`config.mk`:
```
export PLATFORM = sky130hd
export DESIGN_NAME = mem_wb_stage
export DESIGN_NICKNAME = d
export VERILOG_FILES = /design/src/rtl/mem_wb_stage.sv
export SDC_FILE = /design/constraint.sdc
export NUM_CORES = 1
export LEC_CHECK = 0
export BUFFER_PORTS_ARGS = -buffer_cell sky130_fd_sc_hd__buf_2
export CAP_MARGIN = 20
export CORE_AREA = 4 4 209 211
export CTS_CLUSTER_DIAMETER = 30
export DETAILED_ROUTE_END_ITERATION = 8
export DIE_AREA = 0 0 213 215
export GPL_ROUTABILITY_DRIVEN = 0
export PLACE_DENSITY = 0.8
export SLEW_MARGIN = 20
export SYNTH_ARGS = -nofsm -noshare
export SYNTH_HDL_FRONTEND = slang
export SYNTH_SLANG_ARGS = --single-unit
export TNS_END_PERCENT = 10
```
`constraint.sdc`:
```
create_clock -name clk -period 12.5 [get_ports clk]
set_clock_uncertainty 0.2 [all_clocks]
set_input_delay 1.25 -clock clk [delete_from_list [all_inputs] [get_ports clk]]
set_output_delay 1.25 -clock clk [all_outputs]
set_load 0.005 [all_outputs]
```
`src/rtl/mem_wb_stage.sv`:
```
`default_nettype none
// ===========================================================================
// mem_wb_stage: RV64 memory-access + writeback stage, one bus transaction per load/store.
// Revision: 1.0
// ===========================================================================
module mem_wb_stage #(
   parameter int XLEN    = 64,
   parameter int RADDR_W = 5
) (
   input  logic               clk,
   input  logic               reset,
   input  logic               in_valid,
   output logic               in_ready,
   input  logic [XLEN-1:0]    in_pc,
   input  logic [RADDR_W-1:0] in_rd,
   input  logic               in_wen,
   input  logic [XLEN-1:0]    in_alu,
   input  logic               in_memread,
   input  logic               in_memwrite,
   input  logic [1:0]         in_size,
   input  logic               in_unsigned,
   input  logic [XLEN-1:0]    in_sdata,
   output logic               dreq_valid,
   output logic [XLEN-1:0]    dreq_addr,
   output logic               dreq_write,
   output logic [7:0]         dreq_strobe,
   output logic [XLEN-1:0]    dreq_data,
   input  logic               dresp_valid,
   input  logic [XLEN-1:0]    dresp_data,
   output logic               wvalid,
   output logic [RADDR_W-1:0] wa,
   output logic [XLEN-1:0]    wd,
   output logic               commit_valid,
   output logic [XLEN-1:0]    commit_pc,
   output logic               commit_misalign
);

   typedef enum logic [0:0] {
      S_IDLE = 1'b0,
      S_WAIT = 1'b1
   } state_t;

   state_t r_state, w_next_state;

   logic               w_accept;
   logic               w_memop;
   logic               w_misalign;
   logic [2:0]         w_off;
   logic [7:0]         w_strobe_base;
   logic [XLEN-1:0]    w_shifted;
   logic [XLEN-1:0]    w_load;

   logic [2:0]         r_off;
   logic [1:0]         r_size;
   logic               r_unsigned;
   logic [RADDR_W-1:0] r_rd;
   logic               r_wen;
   logic [XLEN-1:0]    r_pc;

   assign in_ready   = (r_state == S_IDLE);
   assign dreq_valid = (r_state == S_WAIT);
   assign w_accept   = in_valid && in_ready;
   assign w_memop    = in_memread || in_memwrite;
   assign w_off      = in_alu[2:0];

   always_comb begin
      w_misalign    = 1'b0;
      w_strobe_base = 8'h01;
      case (in_size)
         2'd0: begin w_misalign = 1'b0;          w_strobe_base = 8'h01; end
         2'd1: begin w_misalign = in_alu[0];     w_strobe_base = 8'h03; end
         2'd2: begin w_misalign = |in_alu[1:0];  w_strobe_base = 8'h0F; end
         default: begin w_misalign = |in_alu[2:0]; w_strobe_base = 8'hFF; end
      endcase
      w_misalign = w_misalign && w_memop;
   end

   always_ff @(posedge clk or posedge reset) begin
      if (reset) r_state <= S_IDLE;
      else       r_state <= w_next_state;
   end

   always_comb begin
      w_next_state = r_state;
      case (r_state)
         S_IDLE:  if (w_accept && w_memop && !w_misalign) w_next_state = S_WAIT;
         S_WAIT:  if (dresp_valid) w_next_state = S_IDLE;
         default: w_next_state = S_IDLE;
      endcase
   end

   // Response is 8-byte aligned; move the addressed bytes down before extending.
   assign w_shifted = dresp_data >> {r_off, 3'b000};

   always_comb begin
      w_load = w_shifted;
      case (r_size)
         2'd0: w_load = {{(XLEN-8){!r_unsigned && w_shifted[7]}},   w_shifted[7:0]};
         2'd1: w_load = {{(XLEN-16){!r_unsigned && w_shifted[15]}}, w_shifted[15:0]};
         2'd2: w_load = {{(XLEN-32){!r_unsigned && w_shifted[31]}}, w_shifted[31:0]};
         default: w_load = w_shifted;
      endcase
   end

   always_ff @(posedge clk or posedge reset) begin
      if (reset) begin
         dreq_addr       <= '0;
         dreq_write      <= 1'b0;
         dreq_strobe     <= 8'h00;
         dreq_data       <= '0;
         r_off           <= 3'd0;
         r_size          <= 2'd0;
         r_unsigned      <= 1'b0;
         r_rd            <= '0;
         r_wen           <= 1'b0;
         r_pc            <= '0;
         wvalid          <= 1'b0;
         wa              <= '0;
         wd              <= '0;
         commit_valid    <= 1'b0;
         commit_pc       <= '0;
         commit_misalign <= 1'b0;
      end else begin
         wvalid          <= 1'b0;
         commit_valid    <= 1'b0;
         commit_misalign <= 1'b0;
         if (w_accept) begin
            if (w_memop && !w_misalign) begin
               dreq_addr   <= in_alu;
               dreq_write  <= in_memwrite;
               dreq_strobe <= in_memwrite ? (w_strobe_base << w_off) : 8'h00;
               dreq_data   <= in_memwrite ? (in_sdata << {w_off, 3'b000}) : '0;
               r_off       <= w_off;
               r_size      <= in_size;
               r_unsigned  <= in_unsigned;
               r_rd        <= in_rd;
               r_wen       <= in_wen;
               r_pc        <= in_pc;
            end else begin
               commit_valid    <= 1'b1;
               commit_pc       <= in_pc;
               commit_misalign <= w_misalign;
               wvalid          <= in_wen && (|in_rd) && !w_memop;
               wa              <= in_rd;
               wd              <= in_alu;
            end
         end else if ((r_state == S_WAIT) && dresp_valid) begin
            commit_valid <= 1'b1;
            commit_pc    <= r_pc;
            wvalid       <= r_wen && (|r_rd) && !dreq_write;
            wa           <= r_rd;
            wd           <= w_load;
         end
      end
   end

endmodule
`default_nettype wire
```
## Yosys cells after proc, flatten, opt, wreduce, memory -nomap -nowiden

Cells that the tools add are included.

| operators by class | value |
|---|---|
| add/sub/neg operators | 0 |
| equality and inequality tests | 5 |
| magnitude comparators | 0 |
| multipliers | 0 |
| bitwise logic cells | 1 |
| shifts and indexed selects | 3 |
| muxes and demuxes | 25 |
| div/mod/pow operators | 0 |
| reduce and logical (&&, ||, !) cells | 27 |

Operator list:

| cell | count |
|---|---|
| $mux 64 | 7 |
| $pmux 64 s3 | 1 |
| $shl 64x6->64 | 1 |
| $shr 64x6->64 | 1 |
| $pmux 8 s3 | 1 |
| $mux 5 | 3 |
| $logic_and 1x1->1 | 13 |
| $mux 1 | 10 |
| $reduce_or 5->1 | 2 |
| $mux 8 | 1 |
| $shl 8x3->8 | 1 |
| $eq 2x1->1 const B | 2 |
| $eq 2x2->1 const B | 2 |
| $logic_not 1->1 | 4 |
| $logic_not 2->1 | 2 |
| $reduce_and 2->1 | 2 |
| $pmux 1 s3 | 1 |
| $reduce_or 3->1 | 1 |
| $ne 2x2->1 const B | 1 |
| $pmux 1 s2 | 1 |
| $reduce_bool 2->1 | 1 |
| $reduce_or 2->1 | 1 |
| $logic_or 1x1->1 | 1 |
| $not 1->1 | 1 |

| storage, ports and cells | value |
|---|---|
| ROM bits | 0 |
| logic and storage cells | 78 |
| bits in latches | 0 |
| memory bits (writable) | 0 |
| bits of input ports | 271 |
| output and inout bits | 275 |
| memories kept | 0 |
| flip-flop bits (word level) | 350 |

## Longest topological paths before layout

Gate-level depths: netlist (run 1).

| depth | value |
|---|---|
| word-level depth | 7 |
| gate-level depth with buffers | 9 |
| gate-level depth less buffers | 5 |

## Worst setup path after synthesis (run 1)

No wires, ideal clock.

| path | value |
|---|---|
| path kind | input-to-reg |
| start point | input in_alu[0] |
| end point | register dreq_addr[25] |
| library setup time | 0.128 ns |
| data required time | 12.172 ns |
| buffers on the path | 4 |
| path slack | 9.396 ns |
| stages | 8 |
| arrival | 2.777 ns |
| cell sequence | buf_2 a211oi_4 nor2_1 or3_1 buf_2 buf_6 buf_6 mux2_1 |

| between the ends | value |
|---|---|
| cells in the longest elaborated chain, start to end | 6 |
| elaborated cells between the ends (all ways) | 7 |
| classes of those cells | mux (1); reduce/logical (6) |

RTL lines:

| element | line | RTL |
|---|---|---|
| start, declared | 17 | `input logic [XLEN-1:0] in_alu,` |
| $reduce_or 3->1 / $reduce_or 2->1 (equally long branches) | 73, 72 |  |
| $pmux 1 s3 (*) | 69 | `case (in_size)` |
| $logic_and 1x1->1 (*) | 75 | `w_misalign = w_misalign && w_memop;` |
| $logic_not 1->1 (*) | 128 | `if (w_memop && !w_misalign) begin` |
| $logic_and 1x1->1 (*) | 128 |  |
| $reduce_and 2->1 (no line) (*) | -- |  |
| end signal, assigned | 129 | `dreq_addr <= in_alu;` |
| end, declared | 24 | `output logic [XLEN-1:0] dreq_addr,` |

Mark *: on every way between the ends. The rest lies on a longest branch, timed or not.
A chain may end at the register's enable or synchronous reset.

## Worst setup path after layout (run 1)

| path | value |
|---|---|
| start point | input in_alu[2] |
| end point | register wd[32] |

| between the ends | value |
|---|---|
| cells in the longest elaborated chain, start to end | 7 |

RTL lines:

| element | line | RTL |
|---|---|---|
| $reduce_or 3->1 | 73 | `default: begin w_misalign = \|in_alu[2:0]; w_strobe_base = 8'hFF; end` |
| $pmux 1 s3 | 69 |  |
| $logic_and 1x1->1 | 75 |  |
| $logic_not 1->1 | 128 |  |
| $logic_and 1x1->1 | 128 |  |
| $ne 2x2->1 (no line) | -- |  |
| $reduce_and 2->1 (no line) | -- |  |
| end signal, assigned | 145 | `wd <= in_alu;` |
| end signal, assigned | 152 | `wd <= w_load;` |
| end, declared | 32 | `output logic [XLEN-1:0] wd,` |

No other way between the ends.

==> flow_summary.yaml, run 1 <==
floorplan:
  start_util: 0.431
  dieArea_um2: 45800
  row_count: 75
  die_width_um: 213
  die_h_um: 215
  core_um2: 41800
  io_pins: 546
pwr:
  leakagePower_nw: 11.5
  p_per_area_nw_per_um2: 218
  ir_drop_mv: 0.163
  total_power_mw: 5.19
routing:
  vias_per_cell: 5.71
  route.detailed.drc: 0
  wl_um: 61300
  final_antenna_net_count: 0
  wl_per_cell_um: 22.8
  first_pass_iters: 5
  vias: 15349
  drt_iter0_markers: 1186
cts:
  cts-root-buf: "clkbuf_16"
  htree_levels: 3
  post_cts_resized: 0
  path_clk_slew_ns: 0.05
  postCtsSetupRepairBufs: 0
  clkSinkCount: 347
  cts_tree: "yes"
  clock_latency_ns: 0.59
  cts_buffers: 80
  postCtsHoldBufs: 0
  clock_path_buffers: 3
min_path:
  hold_class: "flop to flop"
  hold_depth: 2
logic_synthesis:
  synth_area_per_cell_um2: 11.6
  synth-seq-cells: 347
  synth.distinct_cells: 56
  synth_top_cell_by_area: "dfrtp_1"
  synthFlopType: "dfrtp_1"
  syn-num-nets: 1822
  yosys-top-cells-count: "347 x dfrtp_1, 197 x mux2i_1, 185 x nand2_1, 127 x o21ai_0, 107 x nor2_1"
  yosysWarnings: 0
  yosysMostFrequentCell: "dfrtp_1"
  synth_top_area_frac: 0.482
  syn-cell-area_um2: 18000
  postSynthCellCount: 1551
  synth_area_leaders: "dfrtp_1 48%, mux2i_1 11%, mux2_1 4.9%"
  async_flop_share: 1.00
  synth-edff-count: 0
  yosysSeqAreaShare: 0.482
placement:
  portBuffers: 545
  dpl.hpwl_um: 43700
cells_and_area:
  area_growth_pct: 32.4
  drive_gt1_frac: 0.415
  final_nets: 2338
  fillCellCount: 3322
worst_setup_path:
  cp.arrival_ns: 4.65
  required_ns: 12.79
  worst_setup_path_start_kind: "input port"
  end_kind: "flop"
  cp_max_fo: 93
  path_class: "input port to flop"
  reg2regPathDepth: 6
sta:
  worst_pin_slew_ns: 1.04
  setup_viol: 0
  finalSetupTns_ns: 0
  hold_viol_final: 0
  fin_crit_ns: 4.37
  period_share: 0.349
  slew_violations: 0
  relSlewSlack: 0.309
  fmax_mhz: 229
  rsz0062_at_grt: "no"
run_status:
  outcome: "finished clean"
global_route:
  grt_max_degree: 112
  grt_pass1_vias: 16015
  antenna_found_initial: 20
  grtUsageTotal: 0.258
  grt-ovfl-total: 0
  grt_pass1_wl_um: 92600
flow_run:
  maxCapViolations: 0
-- cell families after synthesis --
kind of cell	share of synthesized area
multiplexers	0.260
buffers and inverters	0.0444
AO/OA/AOI/OAI	0.135
AND/OR/NAND/NOR	0.0793
flip-flops	0.482
-- stage by stage --
stage / hold WS (ns) / instance area [um2] / cells / utilization / setup slack (ns)
2_1_floorplan: 0.264 / 18000 / 1551 / - / 1.43
3_3_place_gp: 0.256 / 20900 / 2523 / 0.500 / 7.53
3_5_place_dp: 0.264 / 20900 / 2523 / 0.500 / 7.44
4_1_cts: 0.275 / 23800 / 2671 / 0.569 / 8.08
5_1_grt: 0.295 / 23800 / 2688 / 0.571 / 7.94
6_report: 0.270 / 23800 / 2689 / 0.571 / 8.13
-- layout make-up --
cell class              instances  area [um2]  share of cell area
flip-flops and latches        347        8690               0.365
inverters                      22        90.1             0.00378
clock inverters                53         689              0.0289
multi-input cells            1050        8570               0.360
clock buffers                  95        2170              0.0911
repair buffers                566        2910               0.122
well taps                     539         674              0.0283
diodes                         17        42.5             0.00178
-- routing by layer --
layer / up-vias / GRT usage / part of all wire
met2: 842 / 0.411 / 0.47
li1: 6726 / - / -
met4: 6 / 0.136 / 0.055
met3: 198 / 0.0802 / 0.089
met1: 7577 / 0.315 / 0.38
met5: - / 0 / 0.00059
-- critical path, stage by stage --
cell and delay, ns:
buf_2 0.33, a211oi_4 0.36, o22ai_1 0.24, a21oi_4 0.16, buf_4 0.66, buf_4 0.80, nor4_4 0.10, buf_4 0.34
a221oi_1 0.36
-- power by group --
part | switching [mW] | leakage (nW) | total (mW) | internal, mW
Clock | 0.711 | 1.37 | 2.19 | 1.48
Combinational | 0.695 | 5.88 | 1.31 | 0.620
Sequential | 0.229 | 4.25 | 1.68 | 1.45
-- placed cells by master (no fill, tap or decap), types with 8 or more instances in the layout --
cell and instances:
nor2b_1 12, a22o_1 36, o21ai_0 127, mux4_2 37, mux2_4 27, clkinv_4 11, buf_4 21, mux2_1 79
nand2_1 184, dfrtp_1 345, nor2_1 106, clkinv_2 9, mux2_2 51, a211oi_1 16, diode_2 17, inv_6 8
buf_2 544, o22ai_1 22, nand2b_1 8, mux2i_1 197, bufinv_16 11, clkbuf_16 83, a221oi_2 40, inv_1 21
a21oi_1 26, clkinvlp_4 10
-- worst paths after layout --
check                      slack (ns)                        end                  from
setup / recovery                 8.13         wd[32]$_DFFE_PP0P_             in_alu[2]
hold / removal                   0.27         wd[15]$_DFFE_PP0P_    wd[15]$_DFFE_PP0P_
setup reg to reg                 8.60       r_pc[50]$_DFFE_PP0P_  dreq_valid$_DFF_PP0_
hold reg to reg                  0.27         wd[15]$_DFFE_PP0P_    wd[15]$_DFFE_PP0P_
max in group asynchronous        9.33  dreq_addr[40]$_DFFE_PP0P_                 reset
min in group asynchronous        0.61   dreq_data[3]$_DFFE_PP0P_                 reset
-- sequential cells by signal (all words and copies together) (netlist names), 5 cells and up --
signal	count
r_pc	64
wd	64
r_rd	5
wa	5
dreq_strobe	8
commit_pc	64
dreq_addr	64
dreq_data	64
(Power assumes the default switching activity.)
==> run 2, diff against run 1 <==
--- a/config.mk
+++ b/config.mk
@@ -7,10 +7,10 @@
 export LEC_CHECK = 0
 export BUFFER_PORTS_ARGS = -buffer_cell sky130_fd_sc_hd__buf_2
 export CAP_MARGIN = 20
-export CORE_AREA = 4 4 209 211
+export CORE_AREA = 4 4 213 215
 export CTS_CLUSTER_DIAMETER = 30
 export DETAILED_ROUTE_END_ITERATION = 8
-export DIE_AREA = 0 0 213 215
+export DIE_AREA = 0 0 217 219
 export GPL_ROUTABILITY_DRIVEN = 0
 export PLACE_DENSITY = 0.8
 export SLEW_MARGIN = 20
==> constraint.sdc (replaced) <==
create_clock -name clk -period 3.6 [get_ports clk]
set_clock_uncertainty 0.2 [all_clocks]
set_input_delay 0.36 -clock clk [delete_from_list [all_inputs] [get_ports clk]]
set_output_delay 0.36 -clock clk [all_outputs]
set_load 0.005 [all_outputs]
==> flow_summary.yaml, run 2 (synthesized netlist as in run 1, its figures left out) <==
run_status:
  outcome: "finished clean"
cts:
  post_cts_resized: 0
  clock_latency_ns: 0.60
  clock_path_buffers: 3
  postCtsHoldBufs: 163
  htree_levels: 3
  cts_tree: "yes"
  path_clk_slew_ns: 0.05
  clkSinkCount: 347
  cts_buffers: 85
  cts-root-buf: "clkbuf_16"
  postCtsSetupRepairBufs: 0
cells_and_area:
  seqCellArea_um2: 8690
  drive_gt1_frac: 0.389
  most-common-layout-cells: "544 x buf_2, 345 x dfrtp_1, 197 x mux2i_1, 184 x nand2_1, 163 x dlygate4sd3_1"
  finalNonFillerCells: 2926
  final_common_cell: "buf_2"
  final_nets: 2522
  final_area_um2: 25800
  fillCellCount: 3306
  area_growth_pct: 43.4
  multi_input_area_um2: 8570
placement:
  dp_worst_setup_slack_ns: 0.504
  portBuffers: 545
  dpl.hpwl_um: 44100
  dpl.cell_count: 2593
  placedInstanceArea_um2: 21200
routing:
  route.detailed.drc: 0
  vias_per_cell: 5.69
  final_antenna_net_count: 0
  vias: 16663
  drt_iter0_markers: 1637
  wl_um: 67200
  first_pass_iters: 6
  wl_per_cell_um: 23.0
global_route:
  grt_pass1_vias: 17518
  antenna_found_initial: 17
  grt_pass1_wl_um: 101000
  grt-ovfl-total: 0
  grt_max_degree: 109
  grtUsageTotal: 0.273
sta:
  fmax_mhz: 344
  hold_viol_final: 0
  worst_pin_slew_ns: 1.05
  slew_violations: 0
  period_share: 0.807
  fin_ws_ns: 0.694
  relSlewSlack: 0.300
  setup_viol: 0
  rsz0062_at_grt: "no"
  fin_crit_ns: 2.91
floorplan:
  start_util: 0.412
  row_count: 77
  dieArea_um2: 47500
  core_um2: 43700
  die_h_um: 219
  io_pins: 546
  die_width_um: 217
worst_setup_path:
  required_ns: 3.85
  crit_chain: "buf_4, mux2_2, o22ai_2, o41ai_4, buf_4, nor4_4, buf_12, a221oi_2"
  path_class: "flop to flop"
  crit_family: "buffers and inverters"
  cp_max_fo: 32
  cpPeakStageDelay_ns: 0.44
  end_kind: "flop"
  cp_slowest_cell: "dfrtp_2"
  worst_setup_path_start_kind: "flop"
  cp.arrival_ns: 3.16
  crit_top_cell: "buf_4"
  worst-path-buf-inv: 3
pwr:
  total_power_mw: 18.5
  leakagePower_nw: 12.4
  p_per_area_nw_per_um2: 717
  ir_drop_mv: 0.397
min_path:
  hold_class: "input port to flop"
flow_run:
  maxCapViolations: 0
run 2: per-stage QoR:
stage	util	hold WS [ns]	setup TNS, ns
2_1_floorplan	-	0.264	-556.74
3_3_place_gp	0.485	0.257	0
3_5_place_dp	0.485	0.265	0
4_1_cts	0.589	0.00159	0
5_1_grt	0.590	0.0144	0
6_report	0.590	0.0369	0
run 2: final timing paths:
check	from	endpoint	slack, ns	cells after the start
worst max register to register	dreq_addr[1]$_DFFE_PP0P_	wd[41]$_DFFE_PP0P_	0.69	8
worst max-delay path	dreq_addr[1]$_DFFE_PP0P_	wd[41]$_DFFE_PP0P_	0.69	8
worst min-delay path	in_sdata[21]	dreq_data[45]$_DFFE_PP0P_	0.04	4
min in group asynchronous	reset	wd[51]$_DFFE_PP0P_	0.26	3
worst min register to register	wd[1]$_DFFE_PP0P_	wd[1]$_DFFE_PP0P_	0.27	2
max in group asynchronous	reset	r_pc[12]$_DFFE_PP0P_	1.88	5
run 2: worst reg2reg max path: stages, from the launching register on:
cell and delay (ns):
dfrtp_2 0.44, buf_4 0.39, mux2_2 0.40, o22ai_2 0.22, o41ai_4 0.14, buf_4 0.21, nor4_4 0.32, buf_12 0.29
a221oi_2 0.15
run 2: layout make-up:
| class | count | area share |
|---|---|---|
| clock inverters | 46 | 0.0218 |
| well taps | 592 | 0.0287 |
| repair buffers | 745 | 0.185 |
| inverters | 22 | 0.00334 |
| clock buffers | 111 | 0.0916 |
| flip-flops and latches | 347 | 0.337 |
| diodes | 13 | 0.00126 |
| multi-input cells | 1050 | 0.332 |
run 2: report_power, final:
| part | switching, mW | total [mW] | internal, mW |
|---|---|---|---|
| sequential | 0.743 | 5.80 | 5.05 |
| combinational | 2.66 | 4.97 | 2.31 |
| clock | 2.46 | 7.73 | 5.27 |
| total | 5.86 | 18.5 | 12.6 |
run 2: metal layers:
metal / up-vias / GRT usage / wire length, um
met3: 309 / 0.0760 / 6320
met2: 1124 / 0.451 / 32100
met4: 8 / 0.168 / 4550
met1: 8120 / 0.317 / 24200
met5: - / 0 / 53
li1: 7102 / - / -
